**src/rtl/est_seq_ctrl_pkg.sv**
```systemverilog
// Shared types and constants for the CP-based timing/CFO estimator sequencer.
// Package name data_type is what the estimator datapath already imports.
package data_type;

   localparam int N             = 256;
   localparam int L             = 16;
   localparam int PIPE_DELAY    = 12;
   localparam int FIRST_SAMPLES = 2*N + L;

   localparam int THETA_W = $clog2(N);
   localparam int EPS_W   = 16;
   localparam int SYM_W   = 16;

   typedef logic        [THETA_W-1:0] theta_t;
   typedef logic signed [EPS_W-1:0]   eps_t;
   typedef logic        [SYM_W-1:0]   sym_t;

   typedef enum logic [2:0] {
      IDLE,
      CLEAR,
      FILL,
      TRACK,
      DRAIN
   } est_state_e;

   typedef struct packed {
      theta_t theta;
      eps_t   eps;
      sym_t   sym;
   } res_t;

endpackage

```
**src/rtl/est_seq_ctrl_if.sv**
```systemverilog
// Result channel of the estimator sequencer: valid/ready with theta, epsilon
// and window index of the head entry.
interface est_seq_ctrl_if;
   import data_type::*;

   logic   res_valid;
   logic   res_ready;
   theta_t res_theta;
   eps_t   res_eps;
   sym_t   res_sym;

   modport master (
      output res_valid,
      output res_theta,
      output res_eps,
      output res_sym,
      input  res_ready
   );

   modport slave (
      input  res_valid,
      input  res_theta,
      input  res_eps,
      input  res_sym,
      output res_ready
   );

endinterface

```
**src/rtl/est_res_fifo.sv**
```systemverilog
// Two-entry result FIFO; a push that coincides with a pop is always accepted,
// a push into a full FIFO without a pop is dropped and flagged on drop.
module est_res_fifo
   import data_type::*;
(
   input  logic clk,
   input  logic rst,
   input  logic flush,
   input  logic push,
   input  res_t push_data,
   input  logic ready,
   output logic valid,
   output res_t head,
   output logic drop
);

   res_t       mem [2];
   logic       wr_ptr;
   logic       rd_ptr;
   logic [1:0] count;
   logic       full;
   logic       pop;
   logic       wr_ok;

   always_comb begin
      valid = (count != 2'd0);
      full  = (count == 2'd2);
      pop   = valid & ready;
      wr_ok = push & (~full | pop);
      drop  = push & full & ~pop;
      head  = mem[rd_ptr];
   end

   // When full, wr_ptr == rd_ptr: a simultaneous push reuses the slot being popped.
   always_ff @(posedge clk or negedge rst) begin
      if (!rst) begin
         mem[0] <= '0;
         mem[1] <= '0;
         wr_ptr <= 1'b0;
         rd_ptr <= 1'b0;
         count  <= 2'd0;
      end else if (flush) begin
         wr_ptr <= 1'b0;
         rd_ptr <= 1'b0;
         count  <= 2'd0;
      end else begin
         if (wr_ok) begin
            mem[wr_ptr] <= push_data;
            wr_ptr      <= ~wr_ptr;
         end
         if (pop) rd_ptr <= ~rd_ptr;
         case ({wr_ok, pop})
            2'b10:   count <= count + 2'd1;
            2'b01:   count <= count - 2'd1;
            default: count <= count;
         endcase
      end
   end

endmodule

```
**src/rtl/est_seq_ctrl.sv**
```systemverilog
// Acquisition sequencer for the ML timing/CFO estimator: FSM, sample/window
// counters, result delay pipe. Optional macro: EST_SEQ_CTRL_EPS_AVG_EN.
module est_seq_ctrl
   import data_type::*;
#(
   parameter int N          = data_type::N,
   parameter int L          = data_type::L,
   parameter int PIPE_DELAY = data_type::PIPE_DELAY,
   parameter int NUM_SYM    = 0
)(
   input  logic   clk,
   input  logic   rst,
   input  logic   start,
   input  logic   abort,
   input  logic   in_valid,
   input  theta_t theta_in,
   input  eps_t   eps_in,
   output logic   dp_clr,
   output logic   dp_en,
   output logic   win_last,
   output logic   busy,
   output logic   done,
   output logic   overrun,
   est_seq_ctrl_if.master res
);

   localparam int               FIRST      = 2*N + L;
   localparam int               CNT_W      = $clog2(FIRST);
   localparam logic [CNT_W-1:0] FIRST_LAST = CNT_W'(FIRST - 1);
   localparam logic [CNT_W-1:0] WIN_MASK   = CNT_W'(N - 1);
   localparam sym_t             NUM_SYM_V  = SYM_W'(NUM_SYM);

   est_state_e            state;
   est_state_e            state_d;
   logic [CNT_W-1:0]      sample_cnt;
   sym_t                  win_cnt;
   sym_t                  cap_idx;
   logic [PIPE_DELAY-1:0] pipe;
   logic                  pipe_out;
   logic                  win_end;
   logic                  last_win;
   logic                  kill;
   logic                  push;
   logic                  drop;
   res_t                  push_data;
   res_t                  head;

   assign busy     = (state != IDLE);
   assign pipe_out = pipe[PIPE_DELAY-1];

   always_comb begin
      state_d  = state;
      dp_clr   = 1'b0;
      dp_en    = 1'b0;
      done     = 1'b0;
      win_end  = 1'b0;
      kill     = abort && (state != IDLE);
      last_win = (NUM_SYM != 0) && ((win_cnt + 16'd1) == NUM_SYM_V);
      case (state)
         IDLE:  if (start && !abort) state_d = CLEAR;
         CLEAR: begin
            dp_clr  = 1'b1;
            state_d = FILL;
         end
         FILL: begin
            dp_en = in_valid;
            if (in_valid && sample_cnt == FIRST_LAST) begin
               win_end = 1'b1;
               state_d = last_win ? DRAIN : TRACK;
            end
         end
         TRACK: begin
            dp_en = in_valid;
            if (in_valid && (sample_cnt & WIN_MASK) == WIN_MASK) begin
               win_end = 1'b1;
               if (last_win) state_d = DRAIN;
            end
         end
         DRAIN: begin
            if (!win_last && pipe == '0) begin
               done    = 1'b1;
               state_d = IDLE;
            end
         end
         default: state_d = IDLE;
      endcase
      if (kill) begin
         state_d = IDLE;
         win_end = 1'b0;
         done    = 1'b0;
      end
   end

   always_ff @(posedge clk or negedge rst) begin
      if (!rst) begin
         state      <= IDLE;
         sample_cnt <= '0;
         win_cnt    <= '0;
         cap_idx    <= '0;
         pipe       <= '0;
         win_last   <= 1'b0;
         overrun    <= 1'b0;
      end else begin
         state    <= state_d;
         win_last <= win_end;
         if (state == CLEAR || kill) pipe <= '0;
         else                        pipe <= (pipe << 1) | PIPE_DELAY'(win_last);
         if (state == CLEAR) begin
            sample_cnt <= '0;
            win_cnt    <= '0;
            cap_idx    <= '0;
            overrun    <= 1'b0;
         end else begin
            // TRACK lets the counter wrap; only its low log2(N) bits matter there.
            if (dp_en)
               sample_cnt <= (state == FILL && sample_cnt == FIRST_LAST) ? '0
                                                                        : sample_cnt + CNT_W'(1);
            if (win_end)           win_cnt <= win_cnt + 16'd1;
            if (pipe_out && !kill) cap_idx <= cap_idx + 16'd1;
            if (drop)              overrun <= 1'b1;
         end
      end
   end

`ifdef EST_SEQ_CTRL_EPS_AVG_EN
   logic signed [EPS_W+1:0] acc;
   logic signed [EPS_W+1:0] acc_sum;
   logic [1:0]              grp;

   always_comb begin
      acc_sum         = acc + (EPS_W+2)'(eps_in);
      push_data.theta = theta_in;
      push_data.eps   = eps_t'(acc_sum >>> 2);
      push_data.sym   = cap_idx;
      push            = pipe_out && !kill && (grp == 2'd3);
   end

   always_ff @(posedge clk or negedge rst) begin
      if (!rst) begin
         acc <= '0;
         grp <= 2'd0;
      end else if (state == CLEAR || kill) begin
         acc <= '0;
         grp <= 2'd0;
      end else if (pipe_out) begin
         grp <= grp + 2'd1;
         acc <= (grp == 2'd3) ? '0 : acc_sum;
      end
   end
`else
   always_comb begin
      push_data.theta = theta_in;
      push_data.eps   = eps_in;
      push_data.sym   = cap_idx;
      push            = pipe_out && !kill;
   end
`endif

   est_res_fifo u_fifo (
      .clk       (clk),
      .rst       (rst),
      .flush     (dp_clr),
      .push      (push),
      .push_data (push_data),
      .ready     (res.res_ready),
      .valid     (res.res_valid),
      .head      (head),
      .drop      (drop)
   );

   assign res.res_theta = head.theta;
   assign res.res_eps   = head.eps;
   assign res.res_sym   = head.sym;

endmodule

```
**src/flat_wrapper.sv**
```systemverilog
// flat-port wrapper written by rule: the top's interface ports become plain ports
module est_seq_ctrl_flat import data_type::*;
#(
   parameter int N          = data_type::N,
   parameter int L          = data_type::L,
   parameter int PIPE_DELAY = data_type::PIPE_DELAY,
   parameter int NUM_SYM    = 0
)
  (clk, rst, start, abort, in_valid, theta_in, eps_in, dp_clr, dp_en, win_last, busy, done, overrun, res_res_valid, res_res_theta, res_res_eps, res_res_sym, res_res_ready);
  est_seq_ctrl_if res_i ();
  input  logic clk;
  input  logic rst;
  input  logic start;
  input  logic abort;
  input  logic in_valid;
  input  theta_t theta_in;
  input  eps_t eps_in;
  output logic dp_clr;
  output logic dp_en;
  output logic win_last;
  output logic busy;
  output logic done;
  output logic overrun;
  output wire logic [$bits(res_i.res_valid)-1:0] res_res_valid;
  output wire logic [$bits(res_i.res_theta)-1:0] res_res_theta;
  output wire logic [$bits(res_i.res_eps)-1:0] res_res_eps;
  output wire logic [$bits(res_i.res_sym)-1:0] res_res_sym;
  input wire logic [$bits(res_i.res_ready)-1:0] res_res_ready;
  assign res_res_valid = res_i.res_valid;
  assign res_res_theta = res_i.res_theta;
  assign res_res_eps = res_i.res_eps;
  assign res_res_sym = res_i.res_sym;
  assign res_i.res_ready = res_res_ready;
  est_seq_ctrl #(.N(N), .L(L), .PIPE_DELAY(PIPE_DELAY), .NUM_SYM(NUM_SYM)) u_core (.clk(clk), .rst(rst), .start(start), .abort(abort), .in_valid(in_valid), .theta_in(theta_in), .eps_in(eps_in), .dp_clr(dp_clr), .dp_en(dp_en), .win_last(win_last), .busy(busy), .done(done), .overrun(overrun), .res(res_i));
endmodule
```
**config.mk**
```make
export PLATFORM = sky130hd
export DESIGN_NAME = est_seq_ctrl_flat
export DESIGN_NICKNAME = d
export VERILOG_FILES = /design/src/rtl/est_seq_ctrl_pkg.sv /design/src/rtl/est_seq_ctrl_if.sv /design/src/rtl/est_res_fifo.sv /design/src/rtl/est_seq_ctrl.sv /design/src/flat_wrapper.sv
export SDC_FILE = /design/constraint.sdc
export NUM_CORES = 1
export LEC_CHECK = 0
export CAP_MARGIN = 25
export CORE_UTILIZATION = 40
export DETAILED_ROUTE_END_ITERATION = 8
export SYNTH_ARGS = -nofsm -noshare
export SYNTH_HDL_FRONTEND = slang
export SYNTH_HIERARCHICAL = 1
export SYNTH_SLANG_ARGS = --single-unit
```
**constraint.sdc**
```tcl
create_clock -name clk -period 3.04 [get_ports clk]
set_clock_uncertainty 0.1 [all_clocks]
set_input_delay 0.304 -clock clk [delete_from_list [all_inputs] [get_ports clk]]
set_output_delay 0.304 -clock clk [all_outputs]
set_load 0.01 [all_outputs]
```
==> impl_metrics.csv, run 1 <==
group,metric,value,unit
layout,multi_input_area,2570,um2
layout,layout-drive-gt1-share,31.6,%
clock_tree,tritoncts,"built",
synthesis,synthArstFlopShare,100,%
clock_tree,postCtsSetupBuffers,0,
synthesis,yosysTopAreaCellShare,53.3,%
clock_tree,cts-resized-gates,0,
power_and_ir_drop,power_frac_comb,11.4,%
clock_tree,cts_max_level,4,
route,via_per_inst,5.09,
synthesis,synth_common_cells,"dfrtp_1 (126), mux2_2 (82), mux2_4 (40)",
synthesis,synth.most_common_cell,"dfrtp_1",
timing,relSlewSlack,55.2,%
grt,overflow,0,
timing,final_hold_viol_count,0,
route,firstDrtPassIters,6,
setup_path,end_kind,"primary output",
synthesis,synth_edf_count,0,
synthesis,synth.distinct_cells,46,
power_and_ir_drop,p_int,3.32,mW
route,ant_nets,0,
power_and_ir_drop,swShare,24.1,%
die,core-area,14500,um2
layout,diodes,0,
setup_path,critPathKind,"register to primary output",
synthesis,synth_seq_area_share,53.3,%
setup_path,worstPathRequired,2640,ps
clock_tree,root_buffer,"clkbuf_16",
synthesis,synth-seq-cells,126,
clock_tree,clock_latency,410,ps
route,drt_wl_total,11500,um
synthesis,synthFlopType,"dfrtp_1",
timing,layout_min_cycle_time,2750,ps
clock_tree,cts_buffers,17,
layout,fillerInstances,1248,
timing,setup_viol,0,
power_and_ir_drop,power_switching,1.05,mW
route,avgRoutedWirePerCell,15.8,um
clock_tree,ctsHoldBuffers,1,
synthesis,postSynthNetCount,480,
die,num_rows,44,
placement,hpwlAfterDp,7440,um
setup_path,path_max_fanout,19,
die,die_y,124,um
timing,fmax,364,MHz
synthesis,synth_warnings,6,
layout,nets,564,
route,drtIter0Drc,171,
grt,grt_use_total,16.6,%
die,dieArea,15300,um2
clock_tree,clock_sinks,126,
run_status,status,"finished, violations left",
timing,worst_slew_pin_slew,654,ps
layout,seqCellArea,3150,um2
clock_tree,cts_buffer_depth,2,
route,num_vias,3690,
placement,place.gp.congestion,0.785,
setup_path,start_kind,"register",
grt,grt_pass1_vias,3794,
die,start_util,40.9,%
placement,place.port_buffers,75,
clock_tree,clk_pin_slew_worst_paths,50,ps
hold_path,hp-class,"input port to asynchronous set/reset pin",
layout,fin_cells,725,
layout,area_delta_synth_final,26.0,%
synthesis,synthCells,444,
synthesis,syn_area_per_cell,13.3,um2
grt,grt_max_degree,61,
power_and_ir_drop,p_seq_share,40.8,%
timing,period_share,90.4,%
setup_path,critPathArrivalTime,2340,ps
die,fp.dieW,124,um
timing,setup_tns,0,ps
setup_path,cp_slowest_cell,"clkdlybuf4s50_1",
power_and_ir_drop,pwr-share-clk,47.8,%
power_and_ir_drop,vdd_drop_max,0.000368,V
grt,grt_pass1_wl,19200,um
job,drv_cap,0,
synthesis,ys_top_cells_by_area,"dfrtp_1 (53%), mux2_2 (16%), mux2_4 (10%)",
grt,antenna_found_initial,0,
placement,place_inst,692,
route,drc,1,
die,pin_count,77,
setup_path,crit_chain,"inv_1 -> ha_1 -> buf_4 -> clkdlybuf4s50_1",
timing,slew_violations,0,
synthesis,synth_top_area_cell,"dfrtp_1",
synthesis,syn_area,5920,um2
power_and_ir_drop,p_leak,3.62,nW
setup_path,worst_path_largest_cell_delay,580,ps
timing,rsz0062_at_grt,"false",
run_status,violations,"design-rule violations",
power_and_ir_drop,powerDensity,587,nW/um2
## sequential cells by signal, indices dropped and copies added (netlist names)
signal and cells:
u_core/overrun 1, u_core/u_fifo/wr_ptr 1, u_core/u_fifo/mem 80, u_core/u_fifo/count 2
u_core/u_fifo/rd_ptr 1, u_core/sample_cnt 10, u_core/state 2, u_core/win_last 1
u_core/pipe 12, u_core/cap_idx 16
## worst max-delay path: cells and delay by family (launching register included)
family / cells / cell delay [ps]
flip-flops: 1 / 470
buffers and inverters: 3 / 1050
adder cells (fa/ha/maj): 1 / 410
## worst paths after layout
kind | start | end | slack [ps] | depth (start not counted)
setup / recovery | u_core/state[1] | dp_clr | 290 | 4
hold / removal | rst | u_core/u_fifo/mem[69] | 190 | 2
setup reg to reg | u_core/state[1] | u_core/u_fifo/mem[61] | 350 | 8
hold reg to reg | u_core/pipe[9] | u_core/pipe[10] | 350 | 1
max in group asynchronous | rst | u_core/cap_idx[8] | 1720 | 3
min in group clk | u_core/pipe[9] | u_core/pipe[10] | 350 | 1
## placed cells by master (no fill, tap or decap), drive strengths merged, types with 7 or more instances in the layout
cell type        n
a21oi           13
nand3           13
and2            15
buf             11
nor2            18
clkbuf          28
inv              8
dfrtp          126
nand4            7
mux2           122
xor2             9
nand2           19
or3             10
clkdlybuf4s50   74
o21ai           14
## routing by layer
metal,part of all wire [%],global-route usage [%],vias to the layer above
met5,0,0,-
li1,-,-,1749
met4,1.2,6.02,0
met3,4.7,5.40,12
met2,46,25.4,71
met1,48,22.0,1858
## power groups by stage
stage          Combinational [mW]  Clock (mW)  Sequential [mW]
2_1_floorplan               0.313           0             1.79
3_3_place_gp                0.492           0             1.80
3_5_place_dp                0.502           0             1.81
4_1_cts                     0.509        2.14             1.78
5_1_grt                     0.567        2.23             1.79
6_report                    0.500        2.09             1.78
## stage by stage
step	utilization, %	hold WS, ps	total power, mW	cell area (um2)	worst slack, ps
after floorplan	-	-91.6	2.10	5920	464
after global placement	47.1	75.2	2.30	6820	434
after detailed placement	47.1	75.8	2.31	6820	368
after CTS	51.5	181	4.44	7460	237
after global routing	51.5	216	4.59	7460	123
final	51.5	192	4.38	7460	292
## kinds of logic (layout without fill, tap and decap cells)
| logic type | Yosys count | after routing | synth area share (%) |
|---|---|---|---|
| DFF | 126 | 126 | 53.3 |
| muxes | 125 | 125 | 26.3 |
| and+or+nand+nor | 112 | 112 | 10.7 |
| AOI/OAI and AO/OA | 34 | 34 | 3.32 |
| buffers and inverters | 29 | 126 | 3.49 |
| xor gates and xnor gates | 11 | 11 | 1.63 |
| adders and majority gates | 6 | 6 | 1.27 |
| other | 1 | 1 | 0.0634 |
## layout make-up
class                           count  area share, %
Tap cell                          184           3.09
Multi-Input combinational cell    289           34.5
Clock buffer                       28           7.47
Timing Repair Buffer               86           11.3
Clock inverter                      4          0.940
Inverter                            8          0.403
Sequential cell                   126           42.3
Power figures use the tool's default switching activity.
==> run 2: changes to the inputs <==
--- a/config.mk
+++ b/config.mk
@@ -6,8 +6,9 @@
 export NUM_CORES = 1
 export LEC_CHECK = 0
 export CAP_MARGIN = 25
-export CORE_UTILIZATION = 40
+export CORE_UTILIZATION = 55
 export DETAILED_ROUTE_END_ITERATION = 8
+export PLACE_DENSITY = 0.8
 export SYNTH_ARGS = -nofsm -noshare
 export SYNTH_HDL_FRONTEND = slang
 export SYNTH_HIERARCHICAL = 1
==> run 2 against run 1 <==
  * The flow now finishes without violations
  * Worst setup slack worse by 51 ps
  * Worst hold slack better by 38 ps
  * Cell count is 6.6% lower
  * Routed wire length is 1.8% higher
  * Design area is 0.60% lower
  * Sequential share of layout area is 0.26 points higher
  * Die area is 27% lower
==> impl_metrics.csv, run 2 (synthesized netlist as in run 1, its figures left out) <==
group,metric,value,unit
clock_tree,cts_buffer_depth,2,
setup_path,crit_chain,"inv_1 -> ha_1 -> nand2b_1 -> nand2_1 -> inv_1 -> or4b_2 -> buf_12 -> mux2_4",
clock_tree,tritoncts,"built",
timing,period_share,92.1,%
setup_path,r2r_slack,240,ps
placement,place.gp.congestion,0.772,
placement,hpwlAfterDp,7360,um
placement,place.port_buffers,75,
setup_path,path_max_fanout,26,
power_and_ir_drop,power_switching,1.09,mW
setup_path,timing.rr.start,"u_core/state[1]",
layout,layout-drive-gt1-share,32.0,%
route,firstDrtPassIters,4,
layout,nets,564,
timing,rsz0062_at_grt,"false",
grt,grt_max_degree,60,
setup_path,critPathArrivalTime,3100,ps
layout,fillerInstances,695,
setup_path,worst_path_largest_cell_delay,760,ps
timing,worst_slew_pin_slew,645,ps
route,drtIter0Drc,170,
grt,grt_use_total,22.8,%
timing,fmax,357,MHz
power_and_ir_drop,power_frac_comb,11.4,%
run_status,status,"completed",
setup_path,r2r_end,"u_core/u_fifo/mem[48]",
setup_path,cpMostUsedCell,"inv_1",
die,dieArea,11200,um2
route,ant_nets,0,
route,avgRoutedWirePerCell,17.3,um
timing,relSlewSlack,55.7,%
layout,final_common_cell,"dfrtp_1",
timing,final_hold_viol_count,0,
route,drc,0,
clock_tree,cts_max_level,4,
layout,regMostFlops,"u_core/u_fifo/mem",
grt,grt_pass1_vias,4001,
die,pin_count,77,
power_and_ir_drop,powerDensity,588,nW/um2
timing,slew_violations,0,
setup_path,critical_path_depth,8,
timing,layout_min_cycle_time,2800,ps
timing,setup_viol,0,
route,via_per_inst,5.57,
route,drt_wl_total,11700,um
grt,antenna_found_initial,0,
die,fp.dieW,106,um
setup_path,start_kind,"register",
clock_tree,clk_pin_slew_worst_paths,60,ps
clock_tree,cts-resized-gates,0,
die,start_util,57.1,%
setup_path,worstPathRequired,3340,ps
timing,setup_tns,0,ps
layout,largest_reg_flops,80,
setup_path,crit_family,"simple AND/OR/NAND/NOR gates",
layout,mostFrequentLayoutCells,"dfrtp_1 (125), mux2_2 (82), clkdlybuf4s50_1 (74), mux2_4 (40), nand2_1 (19)",
power_and_ir_drop,p_seq_share,40.9,%
power_and_ir_drop,swShare,25.0,%
power_and_ir_drop,vdd_drop_max,0.000420,V
power_and_ir_drop,p_int,3.27,mW
clock_tree,cts_buffers,17,
grt,overflow,0,
clock_tree,root_buffer,"clkbuf_8",
setup_path,crit_buf_inv,3,
setup_path,end_kind,"register",
die,die_y,106,um
setup_path,critPathKind,"register to register",
die,core-area,10400,um2
layout,reg_top3,"u_core/u_fifo/mem: 80 flops, u_core/cap_idx: 16 flops, u_core/pipe: 12 flops",
layout,design_area,7410,um2
layout,area_delta_synth_final,25.2,%
layout,diodes,0,
setup_path,cp_slowest_cell,"or4b_2",
setup_path,reg2regPathDepth,8,
hold_path,hp-class,"input port to asynchronous set/reset pin",
power_and_ir_drop,total_power,4.36,mW
clock_tree,clock_sinks,126,
power_and_ir_drop,pwr-share-clk,47.7,%
grt,grt_pass1_wl,19700,um
job,drv_cap,0,
power_and_ir_drop,p_leak,3.61,nW
placement,place_area,6780,um2
route,num_vias,3772,
die,num_rows,37,
clock_tree,clock_latency,520,ps
## run 2: changes by cell type in the layout (fill, tap and decap cells not counted)
cell,previous run,this run
buf_12,1,3
buf_4,10,8
bufinv_16,2,4
clkbuf_1,2,0
clkbuf_16,17,16
clkbuf_8,9,2
clkinv_2,2,3
clkinv_4,0,4
clkinvlp_4,0,3
or4b_2,0,1
or4b_4,1,0
## run 2: how the worst max path moves through the flow
| stage | start | endpoint | slack (ps) |
|---|---|---|---|
| 2_1_floorplan | u_core/state[1] | u_core/u_fifo/mem[45] | 460 |
| 5_1_grt | u_core/state[1] | u_core/u_fifo/mem[57] | 140 |
| 6_report | u_core/state[1] | u_core/u_fifo/mem[48] | 240 |
| 4_1_cts | u_core/state[1] | u_core/u_fifo/mem[61] | 250 |
| 3_3_place_gp | u_core/state[1] | u_core/u_fifo/mem[63] | 360 |
| 3_5_place_dp | u_core/state[1] | u_core/u_fifo/mem[69] | 270 |
## run 2: what timing repair did
item | 4_1_cts | 5_1_grt
buffers inserted | 0 | 0
hold buffers | 1 | 0
endpoints found under the hold margin | 44 | 0
## run 2: metrics by stage
step	utilization (%)	setup WS, ps	hold WS [ps]	cells
5_1_grt	71.5	135	260	677
2_1_floorplan	-	464	-91.6	444
4_1_cts	71.5	251	235	677
6_report	71.5	241	230	677
3_3_place_gp	65.4	360	248	644
3_5_place_dp	65.4	274	247	644
## run 2: cell type report
type	instances	area (um2)	share of cell area, %
Sequential cell	126	3150	42.6
Inverter	8	30.0	0.405
Clock buffer	18	428	5.77
Timing Repair Buffer	86	871	11.8
Multi-Input combinational cell	289	2560	34.6
Clock inverter	14	193	2.60
Tap cell	136	170	2.30
## run 2: power by group through the flow
stage	registers [mW]	logic, mW	clock network [mW]
6_report	1.79	0.496	2.08
5_1_grt	1.79	0.552	2.21
4_1_cts	1.78	0.500	2.12
3_5_place_dp	1.81	0.494	0
3_3_place_gp	1.80	0.479	0
2_1_floorplan	1.79	0.313	0
## run 2: metal layers
metal  routed length [um]  GRT usage (%)
met5                    0              0
met4                  292           11.3
met3                  396           6.37
met2                 5680           35.5
met1                 5310           29.4
## run 2: worst register-to-register path: cells and delay by family, from the launching register on
family | cells | cell delay [ps]
adder cells (fa/ha/maj) | 1 | 240
buffers and inverters | 3 | 500
flip-flops | 1 | 480
multiplexers | 1 | 340
AND/OR/NAND/NOR | 3 | 1030
==> run 3: changes to the inputs <==
--- a/config.mk
+++ b/config.mk
@@ -9,6 +9,7 @@
 export CORE_UTILIZATION = 55
 export DETAILED_ROUTE_END_ITERATION = 8
 export PLACE_DENSITY = 0.8
+export SLEW_MARGIN = 25
 export SYNTH_ARGS = -nofsm -noshare
 export SYNTH_HDL_FRONTEND = slang
 export SYNTH_HIERARCHICAL = 1
==> results of run 3 <==
Final layout, timing and power as in run 2 (identical DEF).
